## config.mk

```make
export PLATFORM = sky130hd
export DESIGN_NAME = mic_level_meter
export DESIGN_NICKNAME = d
export VERILOG_FILES = /design/src/rtl/mic_level_meter.sv
export SDC_FILE = /design/constraint.sdc
export NUM_CORES = 1
export LEC_CHECK = 0
export ABC_AREA = 1
export CAP_MARGIN = 40
export CORE_ASPECT_RATIO = 0.7
export CORE_MARGIN = 8
export CORE_UTILIZATION = 30
export CTS_BUF_LIST = sky130_fd_sc_hd__clkbuf_16
export DETAILED_ROUTE_END_ITERATION = 10
export PLACE_DENSITY = 0.44
export SYNTH_ARGS = -nofsm -noshare
export SYNTH_HDL_FRONTEND = slang
export SYNTH_SLANG_ARGS = --single-unit
```

## constraint.sdc

```tcl
create_clock -name clock -period 2.3 [get_ports clock]
set_input_delay 0.575 -clock clock [delete_from_list [all_inputs] [get_ports clock]]
set_output_delay 0.575 -clock clock [all_outputs]
set_load 0.05 [all_outputs]
```

## src/rtl/mic_level_meter.sv

```systemverilog
// Windowed peak meter: 12-bit mic samples -> 0..15 held level plus bar mask, with timed decay.
// Latency: level/bar/level_valid update 2 clocks after the window-closing sample; no backpressure (freeze drops strobes).
module mic_level_meter #(
    parameter int unsigned WINDOW = 4000,
    parameter int unsigned SHIFT  = 7,
    parameter int unsigned DECAY  = 2,
    parameter int unsigned CENTRE = 2048
) (
    input  logic        clock,
    input  logic        reset_n,
    input  logic        sample_en,
    input  logic [11:0] mic_in,
    input  logic        freeze,
    output logic [3:0]  level,
    output logic [15:0] bar,
    output logic        level_valid
);

    localparam logic [15:0] LP_LAST   = 16'(WINDOW - 1);
    localparam logic [7:0]  LP_DLAST  = 8'(DECAY - 1);
    localparam logic [11:0] LP_CENTRE = 12'(CENTRE);

    logic [15:0] r_win_cnt;
    logic [11:0] r_run_peak;
    logic [11:0] r_win_peak;
    logic        r_close;
    logic [3:0]  r_hold;
    logic [7:0]  r_dcnt;
    logic        r_clip;
    logic        r_upd;

    logic        w_acc;
    logic [11:0] w_peak_nxt;
    logic [11:0] w_amp_full;
    logic [10:0] w_amp;
    logic [10:0] w_shifted;
    logic [3:0]  w_new_lvl;
    logic [15:0] w_therm;

    assign w_acc = sample_en & ~freeze;
    // The first sample of a window replaces whatever peak the previous window left behind.
    assign w_peak_nxt = (r_win_cnt == 16'd0 || mic_in > r_run_peak) ? mic_in : r_run_peak;

    assign w_amp_full = (r_win_peak > LP_CENTRE) ? (r_win_peak - LP_CENTRE) : 12'd0;
    assign w_amp      = w_amp_full[10:0];
    assign w_shifted  = w_amp >> SHIFT;
    assign w_new_lvl  = (w_shifted > 11'd15) ? 4'd15 : w_shifted[3:0];
    assign w_therm    = (16'd1 << r_hold) - 16'd1;

    always_ff @(posedge clock or negedge reset_n) begin
        if (!reset_n) begin
            r_win_cnt  <= 16'd0;
            r_run_peak <= 12'd0;
            r_win_peak <= 12'd0;
            r_close    <= 1'b0;
        end else begin
            r_close <= 1'b0;
            if (w_acc) begin
                r_run_peak <= w_peak_nxt;
                if (r_win_cnt == LP_LAST) begin
                    r_win_peak <= w_peak_nxt;
                    r_win_cnt  <= 16'd0;
                    r_close    <= 1'b1;
                end else begin
                    r_win_cnt <= r_win_cnt + 16'd1;
                end
            end
        end
    end

    // Hold/decay stage runs regardless of freeze so an in-flight close always lands.
    always_ff @(posedge clock or negedge reset_n) begin
        if (!reset_n) begin
            r_hold <= 4'd0;
            r_dcnt <= 8'd0;
            r_clip <= 1'b0;
            r_upd  <= 1'b0;
        end else begin
            r_upd <= r_close;
            if (r_close) begin
                r_clip <= (r_win_peak == 12'hFFF);
                if (w_new_lvl >= r_hold) begin
                    r_hold <= w_new_lvl;
                    r_dcnt <= 8'd0;
                end else if (r_dcnt == LP_DLAST) begin
                    r_hold <= (r_hold == 4'd0) ? 4'd0 : r_hold - 4'd1;
                    r_dcnt <= 8'd0;
                end else begin
                    r_dcnt <= r_dcnt + 8'd1;
                end
            end
        end
    end

    always_ff @(posedge clock or negedge reset_n) begin
        if (!reset_n) begin
            level       <= 4'd0;
            bar         <= 16'd0;
            level_valid <= 1'b0;
        end else begin
            level_valid <= r_upd;
            if (r_upd) begin
                level <= r_hold;
                bar   <= {r_clip, w_therm[14:0]};
            end
        end
    end

endmodule

```

Word-level counts from Yosys, hierarchy flattened

Cells that the tools add are included.

Flip-flop bits (word level): 76
Input port bits: 16

$add $sub $neg: 5
Reduce and logical (&&, ||, !) cells: 6
Mux-type cells: 11
$lt $le $gt $ge: 4
Equal/unequal tests: 3
Bitwise operators: 2
Shift operators: 1

Operators by type and width:

| operator                                                                | count |
|---|---|
| 16-bit by 1-bit adder with 16-bit output, second input constant         | 1 |
| 16-bit by 12-bit equality test with 1-bit output, second input constant | 1 |
| 16-bit logical NOT                                                      | 1 |
| 16-bit 2-to-1 mux                                                       | 1 |
| 4-bit 2-to-1 mux                                                        | 4 |
| 8-bit 2-to-1 mux                                                        | 2 |
| 1-bit by 4-bit << shifter with 15-bit output, first input constant      | 1 |
| 15-bit by 1-bit subtractor with 15-bit output, second input constant    | 1 |
| 12-bit equality test, second input constant                             | 1 |
| 12-bit > comparator                                                     | 1 |
| 12-bit > comparator, second input constant                              | 1 |
| 12-bit 2-to-1 mux                                                       | 1 |
| 11-bit 2-to-1 mux                                                       | 1 |
| 11-bit by 1-bit subtractor with 11-bit output, second input constant    | 1 |
| 8-bit by 1-bit adder with 8-bit output, second input constant           | 1 |
| 8-bit by 1-bit equality test with 1-bit output, second input constant   | 1 |
| 4-bit >= comparator                                                     | 1 |
| 4-bit > comparator, second input constant                               | 1 |
| 4-bit logical NOT                                                       | 1 |
| 2-bit AND reduction                                                     | 2 |
| 4-bit by 1-bit subtractor with 4-bit output, second input constant      | 1 |
| 1-bit 2-to-1 mux                                                        | 2 |
| 2-bit nonzero test                                                      | 1 |
| 1-bit AND                                                               | 1 |
| 2 further kinds                                                         | 2 |

Depth between registers and ports, before layout

Gate-level depths: netlist (run 1).

Depth after elaboration: 7
Mapped depth: 15

Worst setup path before layout (run 1)

OpenSTA, ideal clock, no wires.

Kind: input to register
Start: input port mic_in[11]
End: register r_run_peak[2]
Data required time: 2181 ps
Path slack: 487 ps
Stages: 11
Path buffers: 1
Arrival: 1694 ps
Path through: ha_1 nand2_1 inv_1 nand2_1 nor2_1 nand4_1 nand2_1 buf_4 nand3_1 nand3_1 nand2_1

Cells in the longest elaborated chain, start to end: 3

Ends and longest elaborated chain:

| what                 | RTL line | RTL |
|---|---|---|
| from (decl)          | 12       | `input logic [11:0] mic_in,` |
| 12-bit > comparator  | 42       | `assign w_peak_nxt = (r_win_cnt == 16'd0 \|\| mic_in > r_run_peak) ? mic_in : r_run_peak;` |
| 1-bit logical OR     | 42       |  |
| 12-bit 2-to-1 mux    | 42       |  |
| to (signal assigned) | 59       | `r_run_peak <= w_peak_nxt;` |
| to (decl)            | 24       | `logic [11:0] r_run_peak;` |

Every way passes these cells.
A chain may end at the register's enable or synchronous reset.

Final worst setup path (run 1)

Start: register bar[13]
End: output port bar[13]

RTL lines:

| what                   | RTL line | RTL |
|---|---|---|
| from (decl)            | 15       | `output logic [15:0] bar,` |
| from (signal assigned) | 104      | `bar <= {r_clip, w_therm[14:0]};` |

No word-level cell between the ends.

==> results of run 1 <==
==> power by group through the flow <==
stage	registers, mW	clock network [mW]	logic, mW
final	1.63	1.54	1.00
after global routing	1.65	1.64	1.18
after detailed placement	1.65	0	0.999
after CTS	1.63	1.60	1.00
after global placement	1.65	0	0.983
after floorplan	1.61	0	0.721
==> cells in the final DEF (no fill, tap or decap), types with 4 or more instances in the layout <==
master and n:
inv_1 73, dfrtp_1 76, clkdlybuf4s50_1 34, ha_1 21, buf_4 24, nor2_2 4, nand2_2 5, nor2_1 41
nand3_1 63, nor3_1 10, o21ai_0 22, xor2_1 13, clkbuf_16 9, nand2_1 151, a21oi_1 8, nand4_1 10
==> final timing paths <==
path | startpoint | end | slack [ns] | cells after the start
worst max-delay path | bar[13] | bar[13] | 0.18 | 1
worst min-delay path | reset_n | bar[7] | 0.16 | 1
worst max register to register | r_win_peak[6] | r_dcnt[3] | 0.31 | 12
worst min register to register | level[2] | level[2] | 0.47 | 2
max in group asynchronous | reset_n | r_run_peak[4] | 1.58 | 2
min in group clock | level[2] | level[2] | 0.47 | 2
==> synth_stat cells (all sizes together) <==
library cell  count  area share, %
and3              1           0.15
clkinv            2           0.18
xnor2             2           0.42
nand3b            1           0.18
dfrtp            76             46
buf               8            1.5
o22ai             1           0.15
a21oi             8           0.96
inv              75            6.8
o211ai            1           0.18
ha               21            6.3
o21ai            24            2.9
o41ai             1           0.21
a31oi             3           0.45
nand3            64            7.8
nand4            10            1.5
a21o              1           0.18
clkbuf            5           0.45
o21bai            1           0.18
nor3b             2           0.36
xor2             13            2.7
nor4              1           0.15
nand2           157             14
nor3             12            1.7
nor2             46            4.4
==> logic make-up (layout without fill, tap and decap cells) <==
group / after synthesis / after routing / share of synthesized area, %
AO/OA/AOI/OAI: 40 / 40 / 5.20
buffers and inverters: 90 / 153 / 8.87
AND/OR/NAND/NOR: 294 / 294 / 30.8
flip-flops: 76 / 76 / 45.7
adder cells (fa/ha/maj): 21 / 21 / 6.31
XOR/XNOR: 15 / 15 / 3.16
==> stage by stage <==
stage | std cells | instance area, µm²
floorplan | 536 | 4160
global placement | 773 | 4870
detailed placement | 773 | 4870
CTS | 789 | 5190
global route | 789 | 5210
finish | 789 | 5210
==> state kept, by name, indices dropped and copies added, names as in the netlist <==
register and cells:
r_run_peak 12, r_win_peak 12, r_hold 4, r_win_cnt 16
r_upd 1, r_dcnt 8, level_valid 1, level 4
r_clip 1, bar 16, r_close 1
==> layer usage <==
layer  global-route usage [%]  up-vias  wire [µm]
met5                        0        -          0
met4                     3.45        0        117
met3                     3.32        9        461
met2                     18.5       54       4340
met1                     17.4     1648       5370
li1                         -     1826          -
==> area by class of cell <==
class	count	share of cell area (%)
multi-input cells	370	36.5
flip-flops and latches	76	36.5
repair buffers	60	10.6
inverters	77	5.55
well taps	190	4.56
clock buffers	9	4.32
clock inverters	7	1.90
==> metrics.cfg, run 1 <==
[run_status]
status=completed

[die]
core_um2=13700
start_util_pct=30.3
ios=37
row_count=36
die-area_um2=18000
fp.dieH_um=115
fp.dieW_um=157

[logic_synthesis]
ys_warn_count=0
syn_inst=536
yosysUniqueCellTypes=34
syn-mean-instance-area_um2=7.76
synth-seq-cells=76
yosysSeqAreaShare_pct=45.7
synth_nets=573
syn_area_um2=4160

[timing]
hold_slack_ns=0.162
tns_ns=0
worst_slew_pin_slew_ns=0.675
fmax_mhz=471
min_period_over_period_pct=92.3
final-hold-violation-count=0
rsz0062_at_grt=no
fin_skew_ns=0.00676
setup_slack_ns=0.178
min_period_ns=2.12
maxSlewViolCount=0
max-slew-margin-rel_pct=55.0
setup_viol=0

[power]
intPower_mw=2.85
p_leak_nw=2.64
combPwrFrac_pct=24.0
ir_drop_mv=0.362
p_switching_mw=1.33
netSwitchingFraction_pct=31.8
power_frac_clock_pct=37.0
powerDensity_nw_per_um2=801
power.total_mw=4.17
p_seq_share_pct=39.0

[placement]
pre_cts_ws_ns=-0.250
gp_congestion=0.793
portBuffers=36
dpl.hpwl_um=7890

[clock_tree]
clkSlewWorstSetupHoldPaths_ns=0.06
holdBufCountCts=0
ctsResizeCount=0
clock-sinks=76
clk_path_buf_depth=2
cts-htree-levels=3
clkLatencyLatePin_ns=0.34
post-cts-setup-buffers=0
clock_tree.root_cell=clkbuf_16
cts_buffers=9
cts_tree=done

[critical_path]
critical_path_class=reg2out
critPathMaxFanout=2
slowest_stage=clkdlybuf4s50_1
cp_data_arrival_time_ns=1.55
cpPeakStageDelay_ns=0.82
cp_num_buf_inv=1
worstSetupEndpointType=output port
critical_path_required_ns=1.73
start_kind=flip-flop
crit_family=buffers and inverters
crit_path_cell_trace=clkdlybuf4s50_1

[global_routing]
grt_pass1_wl_um=17900
grt_pass1_vias=3653
grt_use_total_pct=12.5
grt_max_degree=36
grt-ovfl-total=0
antenna_found_initial=0

[final_layout]
regArea_um2=1900
multi_input_area_um2=1900
syn_to_final_growth_pct=25.2
diodes=0
fill_cells=1450
final_util_pct=37.9
fin_nets=631
drive_above_1_share_pct=9.52

[detailed_routing]
vias=3537
drtPass1Iterations=4
routed_via_density=4.48
wl_um=10300
drtIter0Drc=184
postRouteAntennaNets=0
drcViolationCount=0
wl_per_cell_um=13.1

[flow_run]
cap_violations=0

[worst_hold_path]
hp-class=in2async

Power figures use the tool's default switching activity.
==> run 2: changes to the inputs <==
Settings changed: CORE_UTILIZATION 30 to 54, PLACE_DENSITY 0.44 to 0.72.
==> run 2 against run 1 <==
Against the previous run:
- sequential cell count unchanged
- clock-buffer cell count unchanged
- non-clock buffer count decreased by 10
- die area decreased by 40%
- sequential share of layout area increased by 1.3 points
- worst hold slack improved by 0.016 ns
- register-to-register slack got worse by 0.08 ns
- clock skew about the same
- first-iteration DRC count increased by 100%
- critical endpoint is now r_win_peak[3]
- highest routed layer unchanged
==> metrics.cfg, run 2 (synthesis results as in run 1) <==
[timing]
tns_ns=0  ; unchanged
maxSlewViolCount=0  ; unchanged
final-hold-violation-count=0  ; unchanged
setup_slack_ns=0.184  ; was 0.178 ns
min_period_over_period_pct=92.0  ; was 92.3%
worst_slew_pin_slew_ns=0.639  ; was 0.675 ns
min_period_ns=2.12  ; about the same
max-slew-margin-rel_pct=57.3  ; was 55.0%
fin_skew_ns=0.00691  ; was 0.00676 ns
rsz0062_at_grt=no  ; unchanged
fmax_mhz=472  ; was 471 MHz
setup_viol=0  ; unchanged

[critical_path]
crit_family=simple AND/OR/NAND/NOR gates  ; was buffers and inverters
critPathMaxFanout=6  ; was 2
cp_num_buf_inv=3  ; was 1
cp_data_arrival_time_ns=2.34  ; was 1.55 ns
critical_path_class=in2reg  ; was reg2out
slowest_stage=clkdlybuf4s50_1  ; unchanged
cp_common_cell=nand2_1
cpPeakStageDelay_ns=0.44  ; was 0.82 ns
start_kind=input port  ; was flip-flop
critical_path_required_ns=2.53  ; was 1.73 ns
crit_path_cell_trace=clkdlybuf4s50_1 -> ha_1 -> nand2_1 -> inv_1 -> nand2_1 -> nor2_2 -> nand4_1 -> nand2_2 -> buf_4 -> nand3_1 -> nand3_1 -> nand2_1  ; was clkdlybuf4s50_1
worstSetupEndpointType=flip-flop  ; was output port

[die]
ios=37  ; unchanged
fp.dieH_um=89.4  ; was 115 µm
fp.dieW_um=121  ; was 157 µm
start_util_pct=56.4  ; was 30.3%
row_count=26  ; was 36
core_um2=7380  ; was 13,700 µm²
die-area_um2=10800  ; was 18,000 µm²

[final_layout]
final_cell_mix=nand2_1, dfrtp_1, inv_1  ; unchanged
diodes=0  ; unchanged
top_regs=bar: 16 flops, r_win_cnt: 16 flops  ; unchanged
fin_nets=622  ; was 631
final_util_pct=68.2  ; was 37.9%
fill_cells=616  ; was 1,450
syn_to_final_growth_pct=21.0  ; was 25.2%
regArea_um2=1900  ; unchanged
multi_input_area_um2=1910  ; was 1900 µm²
final_common_cell=nand2_1  ; unchanged
drive_above_1_share_pct=7.80  ; was 9.52%

[clock_tree]
cts_tree=done  ; unchanged
cts-htree-levels=3  ; unchanged
clkLatencyLatePin_ns=0.34  ; about the same
clock-sinks=76  ; unchanged
clk_path_buf_depth=2  ; unchanged
cts_buffers=9  ; unchanged
clock_tree.root_cell=clkbuf_16  ; unchanged
clkSlewWorstSetupHoldPaths_ns=0.06  ; about the same

[power]
p_leak_nw=2.60  ; was 2.64 nW
powerDensity_nw_per_um2=846  ; was 801 nW/µm²
ir_drop_mv=0.714  ; was 0.362 mV

[detailed_routing]
postRouteAntennaNets=0  ; unchanged
wl_um=9580  ; was 10,300 µm
drcViolationCount=0  ; unchanged
wl_per_cell_um=13.9  ; was 13.1 µm
drtPass1Iterations=5  ; was 4
dr.max_layer_used=met4  ; unchanged
drtIter0Drc=370  ; was 184
vias=3654  ; was 3,537
wl_met3_um=609  ; was 461 µm
routed_via_density=5.31  ; was 4.48
wl_met1_um=4590  ; was 5370 µm
met2_length_um=4280  ; was 4340 µm

[global_routing]
grt_pass1_wl_um=16400  ; was 17,900 µm
grt_max_degree=45  ; was 36
grt_pass1_vias=3583  ; was 3,653
grt-ovfl-total=0  ; unchanged
grt_use_total_pct=19.0  ; was 12.5%
antenna_found_initial=0  ; unchanged

[worst_hold_path]
hp-class=in2async  ; unchanged

[placement]
pre_cts_ws_ns=-0.204  ; was -0.250 ns
dpl.hpwl_um=6940  ; was 7890 µm
portBuffers=36  ; unchanged
gp_congestion=0.854  ; was 0.793

[run_status]
status=completed  ; unchanged

[flow_run]
cap_violations=0  ; unchanged

==> run 2: area by class of cell <==
cell class | instances | share of cell area [%]
multi-input cells | 371 | 37.9
clock inverters | 7 | 2.29
clock buffers | 9 | 4.47
repair buffers | 50 | 9.44
flip-flops and latches | 76 | 37.8
well taps | 98 | 2.43
inverters | 77 | 5.74
==> run 2: worst paths after layout <==
check                      slack [ns]             end           from  cells past startpoint
min in group clock               0.47        level[3]       level[3]                      2
setup / recovery                 0.18   r_win_peak[3]      mic_in[9]                     12
hold reg to reg                  0.47        level[3]       level[3]                      2
setup reg to reg                 0.23       r_hold[3]  r_win_peak[3]                     13
hold / removal                   0.18   r_run_peak[6]        reset_n                      1
max in group asynchronous        1.54  r_run_peak[10]        reset_n                      2
==> run 2: timing repair <==
item / in CTS / in global routing
endpoints found under the setup margin: 0 / 24
gates resized for setup: 0 / 3
hold buffers: 0 / 0
buffers inserted: 0 / 0
==> run 2: per-layer routing <==
layer | global-route usage (%) | vias to the layer above
li1 | - | 1808
met5 | 0 | -
met1 | 24.6 | 1712
met2 | 30.1 | 122
met4 | 5.19 | 0
met3 | 6.18 | 12
==> run 2: worst reg2reg max path, cell delays in order, from the launching register on <==
cell      delay, ns
dfrtp_1        0.40
nor2_1         0.06
nand2_1        0.07
nor2_1         0.04
nand3b_1       0.07
nand3_1        0.10
ha_1           0.29
nand4_1        0.09
nand3_1        0.14
nor2_1         0.09
nor2_2         0.34
nand2_1        0.10
nand2_1        0.07
o21ai_0        0.09
==> run 2: through the flow <==
stage                     power (mW)  instance area (µm²)  hold slack, ns  std cells
after floorplan                 2.34                 4160           0.279        536
after global placement          2.58                 4680           0.453        671
after detailed placement        2.62                 4680           0.459        671
after CTS                       4.25                 5020           0.201        687
after global routing            4.52                 5040           0.210        688
final                           4.26                 5040           0.179        688
==> run 2: power breakdown <==
part	internal [mW]	switching (mW)	total, mW
Combinational	0.385	0.622	1.01
Clock	1.06	0.568	1.62
Sequential	1.50	0.128	1.63
